File: src/rtl/cache_line_evict_fill.sv
// ---------------------------------------------------------------------------
// cache_line_evict_fill
//
// Carries out a cache line replacement once the replacement block has chosen
// a victim way. If the victim is dirty it is written back to memory beat by
// beat; the missing line is then fetched beat by beat, assembled, and written
// into the victim way with a single array strobe. The replacement block is
// told to update its state by a pulse that coincides with that strobe.
//
// Ports
//   clk, reset          clock, asynchronous active-high reset
//   MissReq             start a replacement (only looked at while idle)
//   MissTag, MissSet    address of the missing line
//   VictimWay           one-hot way to replace (passed through unchecked)
//   VictimDirty         victim needs a writeback
//   VictimTag           tag of the victim line (writeback address)
//   VictimLine          victim line data, valid in the MissReq cycle
//   Busy                high whenever a replacement is in progress
//   BusReq, BusWrite    beat request; BusWrite=1 writeback, 0 fill
//   BusAdr, BusWData    beat address and writeback data
//   BusReady, BusRData  beat accepted / fill data valid, fill data
//   LineWrEn..Data      one-cycle array write of the assembled line
//   LRUWriteEn          one-cycle pulse together with LineWrEn
//   Done                one-cycle pulse the cycle after LineWrEn
// ---------------------------------------------------------------------------
module cache_line_evict_fill #(
  parameter int NUMWAYS   = 4,
  parameter int SETLEN    = 7,
  parameter int TAGLEN    = 19,
  parameter int OFFSETLEN = 6,
  parameter int BEATLEN   = 64,
  localparam int LINELEN    = 8 * (2 ** OFFSETLEN),
  localparam int BEATS      = LINELEN / BEATLEN,
  // A single-beat line still gets a 1-bit counter; it never leaves zero.
  localparam int BEATCNTLEN = (BEATS > 1) ? $clog2(BEATS) : 1,
  localparam int PA_BITS    = TAGLEN + SETLEN + OFFSETLEN
) (
  input  logic                 clk,
  input  logic                 reset,
  input  logic                 MissReq,
  input  logic [TAGLEN-1:0]    MissTag,
  input  logic [SETLEN-1:0]    MissSet,
  input  logic [NUMWAYS-1:0]   VictimWay,
  input  logic                 VictimDirty,
  input  logic [TAGLEN-1:0]    VictimTag,
  input  logic [LINELEN-1:0]   VictimLine,
  output logic                 Busy,
  output logic                 BusReq,
  output logic                 BusWrite,
  output logic [PA_BITS-1:0]   BusAdr,
  output logic [BEATLEN-1:0]   BusWData,
  input  logic                 BusReady,
  input  logic [BEATLEN-1:0]   BusRData,
  output logic                 LineWrEn,
  output logic [NUMWAYS-1:0]   LineWrWay,
  output logic [SETLEN-1:0]    LineWrSet,
  output logic [TAGLEN-1:0]    LineWrTag,
  output logic [LINELEN-1:0]   LineWrData,
  output logic                 LRUWriteEn,
  output logic                 Done
);

  localparam int LINEIDXW  = $clog2(LINELEN);
  localparam int BEATSHIFT = $clog2(BEATLEN);
  localparam int BYTESHIFT = $clog2(BEATLEN / 8);
  localparam logic [BEATCNTLEN-1:0] LAST_BEAT = BEATCNTLEN'(BEATS - 1);

  typedef enum logic [2:0] {
    S_IDLE,
    S_WB,
    S_FILL,
    S_WRITE,
    S_DONE
  } state_t;

  state_t               state_q, state_d;
  logic [BEATCNTLEN-1:0] cnt_q, cnt_d;
  logic [TAGLEN-1:0]    miss_tag_q, miss_tag_d;
  logic [SETLEN-1:0]    set_q, set_d;
  logic [NUMWAYS-1:0]   way_q, way_d;
  logic [TAGLEN-1:0]    victim_tag_q, victim_tag_d;
  logic [LINELEN-1:0]   victim_line_q, victim_line_d;
  logic [LINELEN-1:0]   fill_line_q, fill_line_d;

  // Bit position of the current beat inside a line, and its byte offset
  // inside the line address. Beat 0 occupies the line LSBs.
  logic [LINEIDXW-1:0]  beat_base;
  logic [OFFSETLEN-1:0] beat_ofs;
  logic                 last_beat;

  assign beat_base = LINEIDXW'(cnt_q) << BEATSHIFT;
  assign beat_ofs  = OFFSETLEN'(cnt_q) << BYTESHIFT;
  assign last_beat = (cnt_q == LAST_BEAT);

  // -------------------------------------------------------------------------
  // State and datapath registers
  // -------------------------------------------------------------------------
  always_ff @(posedge clk or posedge reset) begin
    if (reset) begin
      state_q       <= S_IDLE;
      cnt_q         <= '0;
      miss_tag_q    <= '0;
      set_q         <= '0;
      way_q         <= '0;
      victim_tag_q  <= '0;
      victim_line_q <= '0;
      fill_line_q   <= '0;
    end else begin
      state_q       <= state_d;
      cnt_q         <= cnt_d;
      miss_tag_q    <= miss_tag_d;
      set_q         <= set_d;
      way_q         <= way_d;
      victim_tag_q  <= victim_tag_d;
      victim_line_q <= victim_line_d;
      fill_line_q   <= fill_line_d;
    end
  end

  // -------------------------------------------------------------------------
  // Next-state logic
  // -------------------------------------------------------------------------
  always_comb begin
    state_d       = state_q;
    cnt_d         = cnt_q;
    miss_tag_d    = miss_tag_q;
    set_d         = set_q;
    way_d         = way_q;
    victim_tag_d  = victim_tag_q;
    victim_line_d = victim_line_q;
    fill_line_d   = fill_line_q;

    case (state_q)
      S_IDLE: begin
        if (MissReq) begin
          miss_tag_d    = MissTag;
          set_d         = MissSet;
          way_d         = VictimWay;
          victim_tag_d  = VictimTag;
          victim_line_d = VictimLine;
          cnt_d         = '0;
          // Dirtiness only selects the first state, so it needs no register.
          state_d       = VictimDirty ? S_WB : S_FILL;
        end
      end

      S_WB: begin
        if (BusReady) begin
          if (last_beat) begin
            cnt_d   = '0;
            state_d = S_FILL;
          end else begin
            cnt_d = cnt_q + 1'b1;
          end
        end
      end

      S_FILL: begin
        if (BusReady) begin
          fill_line_d[beat_base +: BEATLEN] = BusRData;
          if (last_beat) begin
            cnt_d   = '0;
            state_d = S_WRITE;
          end else begin
            cnt_d = cnt_q + 1'b1;
          end
        end
      end

      S_WRITE: state_d = S_DONE;

      S_DONE:  state_d = S_IDLE;

      default: state_d = S_IDLE;
    endcase
  end

  // -------------------------------------------------------------------------
  // Outputs: pure functions of the registers, so they hold steady across
  // bus stalls without extra logic.
  // -------------------------------------------------------------------------
  always_comb begin
    Busy       = (state_q != S_IDLE);
    BusReq     = 1'b0;
    BusWrite   = 1'b0;
    BusAdr     = '0;
    BusWData   = '0;
    LineWrEn   = 1'b0;
    LRUWriteEn = 1'b0;
    Done       = 1'b0;

    case (state_q)
      S_WB: begin
        BusReq   = 1'b1;
        BusWrite = 1'b1;
        BusAdr   = {victim_tag_q, set_q, beat_ofs};
        BusWData = victim_line_q[beat_base +: BEATLEN];
      end
      S_FILL: begin
        BusReq = 1'b1;
        BusAdr = {miss_tag_q, set_q, beat_ofs};
      end
      S_WRITE: begin
        LineWrEn   = 1'b1;
        LRUWriteEn = 1'b1;
      end
      S_DONE: begin
        Done = 1'b1;
      end
      default: ;
    endcase
  end

  assign LineWrWay  = way_q;
  assign LineWrSet  = set_q;
  assign LineWrTag  = miss_tag_q;
  assign LineWrData = fill_line_q;

endmodule

File: config.mk
export PLATFORM = sky130hd
export DESIGN_NAME = cache_line_evict_fill
export DESIGN_NICKNAME = d
export VERILOG_FILES = /design/src/rtl/cache_line_evict_fill.sv
export SDC_FILE = /design/constraint.sdc
export NUM_CORES = 2
export LEC_CHECK = 0
export ABC_AREA = 1
export CORE_AREA = 2 2 492 494
export DETAILED_ROUTE_END_ITERATION = 7
export DIE_AREA = 0 0 494 496
export GPL_ROUTABILITY_DRIVEN = 0
export GPL_TIMING_DRIVEN = 1
export PLACE_DENSITY = 0.44
export SETUP_SLACK_MARGIN = 0.15
export SLEW_MARGIN = 40
export SYNTH_ARGS = -nofsm -noshare
export SYNTH_HDL_FRONTEND = slang
export SYNTH_SLANG_ARGS = --single-unit
File: constraint.sdc
create_clock -name clk -period 52 [get_ports clk]
set_input_delay 15.6 -clock clk [delete_from_list [all_inputs] [get_ports clk]]
set_output_delay 15.6 -clock clk [all_outputs]
set_load 0.02 [all_outputs]
==> summary.md <==
| Metric | Value |
|---|---|
| Deepest clock path buffer count | 3 |
| CP arrival | 4.57 ns |
| Synthesis warning total | 0 |
| Logic pwr share | 41.4% |
| Place WS | 32.37 ns |
| Reg-to-reg critical path startpoint | cnt_q[2] |
| Final critical-path share of the clock period | 38.8% |
| Layout cell share with drive strength beyond 1 | 4.40% |
| Clk_lat worst skew | 0.80 ns |
| Area Overhead vs Synth | 42.1% |
| Grt peak-use layer | met2 |
| Post-synthesis sequential area ratio | 56.1% |
| Iteration count of the initial detailed-routing pass | 6 |
| Seq pwr share | 32.6% |
| CP Max Fanout | 119 |
| Dpl hpwl | 183,000 um |
| Switching power | 1.61 mW |
| Root Driver | clkbuf_16 |
| Initial core utilization | 20.1% |
| Largest net degree at the start of global routing | 212 |
| Final WS setup | 31.83 ns |
| WS Path Type | flip-flop to output pin |
| Worst Path Required | 36.40 ns |
| Overflow after GRT | 0 |
| RSZ-0062 raised after global routing | no |
| Post-synthesis cell count | 6,044 |
| Mapped Avg Cell Area | 7.97 um2 |
| Clock buffer count from CTS | 139 |
| Worst-path clk slew | 0.05 ns |
| Area of the multi-input gates | 0.0171 mm2 |
| Die W | 494 um |
| Synth area leaders | dfrtp_1 56%, nand2_1 13%, nor2_1 5.6%, o21ai_0 5.6%, inv_1 4.5% |
| Setup crit start | cnt_q[0] |
| CTS Sinks | 1,079 |
| Die ar. | 0.245 mm2 |
| Int Pwr | 2.14 mW |
| Hold Path Class | flip-flop to flip-flop |
| Peak VDD IR | 32.7 uV |
| Final wirelength | 250,000 um |
| Fin. Hold Viols | 0 |
| Synthesized area | 0.0481 mm2 |
| Met3 global-route usage | 5.60% |
| DRT antenna net count | 0 |
| DRC errors left | 0 |
| Static Leak | 31.6 nW |
| Minimum clock period | 20.17 ns |
| CTS Hold Bufs | 0 |
| Nets | 7,741 |
| Post-CTS Setup Bufs | 0 |
| Num ports | 1,274 |
| All-layer global routing usage | 19.8% |
| Max-cap viol count | 0 |
| Post-synthesis cell type count | 23 |
| Synth top area share | 56.1% |
| Worst-Margin Slew | 0.942 ns |
| PostCTS Resize Cnt | 0 |
| Number of global-route vias before repair | 45.6k |
| Drt first-iter violations | 3,345 |
| Largest area contributor in the netlist | dfrtp_1 |
| Hold Crit Start | LineWrData[29] |
| Final TNS setup | 0 ns |
| Peak Freq | 0.0496 GHz |
| Post-synthesis register bit count | 1,079 |
| Count of standard-cell rows | 180 |
| H-Tree Level Count | 4 |
| Final setup violation count | 0 |
| M2 GR Usage | 34.9% |
| Die height | 496 um |
| Core box area | 0.240 mm2 |
| Crit. End Element | output pin |
| Fill cells | 26.1k |
| Seq. cell area | 0.0270 mm2 |
| Sw Ratio | 42.9% |
| WL per Instance | 24.0 um |
| First-pass GRT wire length | 347,000 um |
| Initial antenna violation count | 79 |
| Clock group share of total power | 26.0% |
| CTS tree | built |
| Slew Viols, Final | 0 |
| M1 GR Usage | 22.5% |
| PwrDens | 54.9 mW/mm2 |
| Status | completed |
| Final setup skew | 0.0279 ns |
| Count of buffers from port buffering | 1,270 |
| Slew Limit Headroom | 37.0% |
| CP Launch Type | flip-flop |
| Vias per cell | 4.34 |
| Via count | 45.2k |
## routing by layer
layer	up-vias	routed length [um]	share of wire, %
li1	21200	-	-
met1	21900	95700	38
met2	1573	126000	50
met3	397	18400	7.3
met4	82	9720	3.9
met5	-	510	0.20
## path summary, 6_finish.rpt
kind / slack (ns) / depth (start not counted) / end
worst max-delay path: 31.83 / 8 / BusWData[23]
max in group asynchronous: 33.27 / 7 / victim_line_q[262]
worst min register to register: 0.47 / 2 / LineWrData[29]
worst min-delay path: 0.47 / 2 / LineWrData[29]
min in group asynchronous: 15.24 / 2 / victim_line_q[370]
worst max register to register: 46.48 / 10 / LineWrData[77]
## synth_stat cells
cell / n
nand2_1: 1688
dfrtp_1: 1079
nor2_1: 720
inv_1: 573
o21ai_0: 536
nand3_1: 363
a21oi_1: 269
o21ai_1: 228
clkbuf_1: 203
buf_2: 161
nand4_1: 84
nor3_1: 47
buf_4: 36
buf_1: 25
inv_2: 9
ha_1: 8
buf_6: 5
nand3_2: 3
nor2_2: 2
nor2_4: 2
conb_1: 1
nand2_2: 1
or2_2: 1
## cells in the final DEF, fill, tap and decap left out, types with 12 or more instances in the layout
cell,n
o21ai_1,229
clkdlybuf4s50_1,1266
dfrtp_1,1075
nor2_1,717
nand4_1,84
clkbuf_8,29
o21ai_0,535
buf_6,24
inv_1,570
buf_4,41
a21oi_1,269
clkinv_2,12
clkbuf_1,43
nand3_1,363
diode_2,26
clkbuf_16,143
nand2_1,1682
nor3_1,47
## cell type report
type | instances | share of cell area, %
clock inverter | 31 | 0.598
sequential | 1079 | 39.5
clock buffer | 214 | 6.03
inverter | 582 | 3.24
antenna | 26 | 0.0951
timing repair buffer | 1346 | 19.8
tap | 3185 | 5.83
multi-input combinational | 3955 | 25.0
## critical path, cell delays in order (launching register included)
cell and delay [ns]:
dfrtp_4 0.45, buf_4 0.51, buf_12 0.48, buf_4 0.73, o21ai_0 0.14, o21ai_0 0.19
nor2_1 0.09, nor2_1 0.22, clkdlybuf4s50_1 0.81
## stage by stage
| step | hold WS [ns] | cells | total power, mW | utilization [%] | cell area (um2) |
|---|---|---|---|---|---|
| 6_report | 0.469 | 10400 | 3.76 | 28.5 | 68400 |
| 5_1_grt | 0.485 | 10400 | 4.01 | 28.5 | 68400 |
| 4_1_cts | 0.472 | 10400 | 3.83 | 28.5 | 68300 |
| 3_5_place_dp | 0.458 | 10100 | 2.83 | 26.6 | 63700 |
| 3_3_place_gp | 0.453 | 10100 | 2.81 | 26.5 | 63600 |
| 2_1_floorplan | 0.448 | 6046 | 2.11 | - | 48100 |
## power groups by stage
stage               Sequential (mW)  Combinational, mW  Clock [mW]
floorplan                      1.27              0.838           0
global placement               1.23               1.57           0
detailed placement             1.24               1.59           0
CTS                            1.23               1.60        1.01
global route                   1.25               1.72        1.04
finish                         1.23               1.56       0.976
## registers in the layout, indices dropped and copies added (netlist names)
signal         count
victim_tag_q      19
LineWrWay          4
cnt_q              3
LineWrSet          7
LineWrData       512
LineWrTag         19
victim_line_q    512
state_q            3
## kinds of logic (layout without fill, tap and decap cells)
logic type / Yosys count / count (layout) / share of synthesized area, %
AOI/OAI and AO/OA: 1033 / 1033 / 10.7
adders and majority gates: 8 / 8 / 0.208
buffers and inverters: 1012 / 2173 / 8.67
DFF: 1079 / 1079 / 56.1
other: 1 / 29 / 0.00779
and+or+nand+nor: 2911 / 2911 / 24.3
No activity file was read; power rests on OpenSTA's default activity.
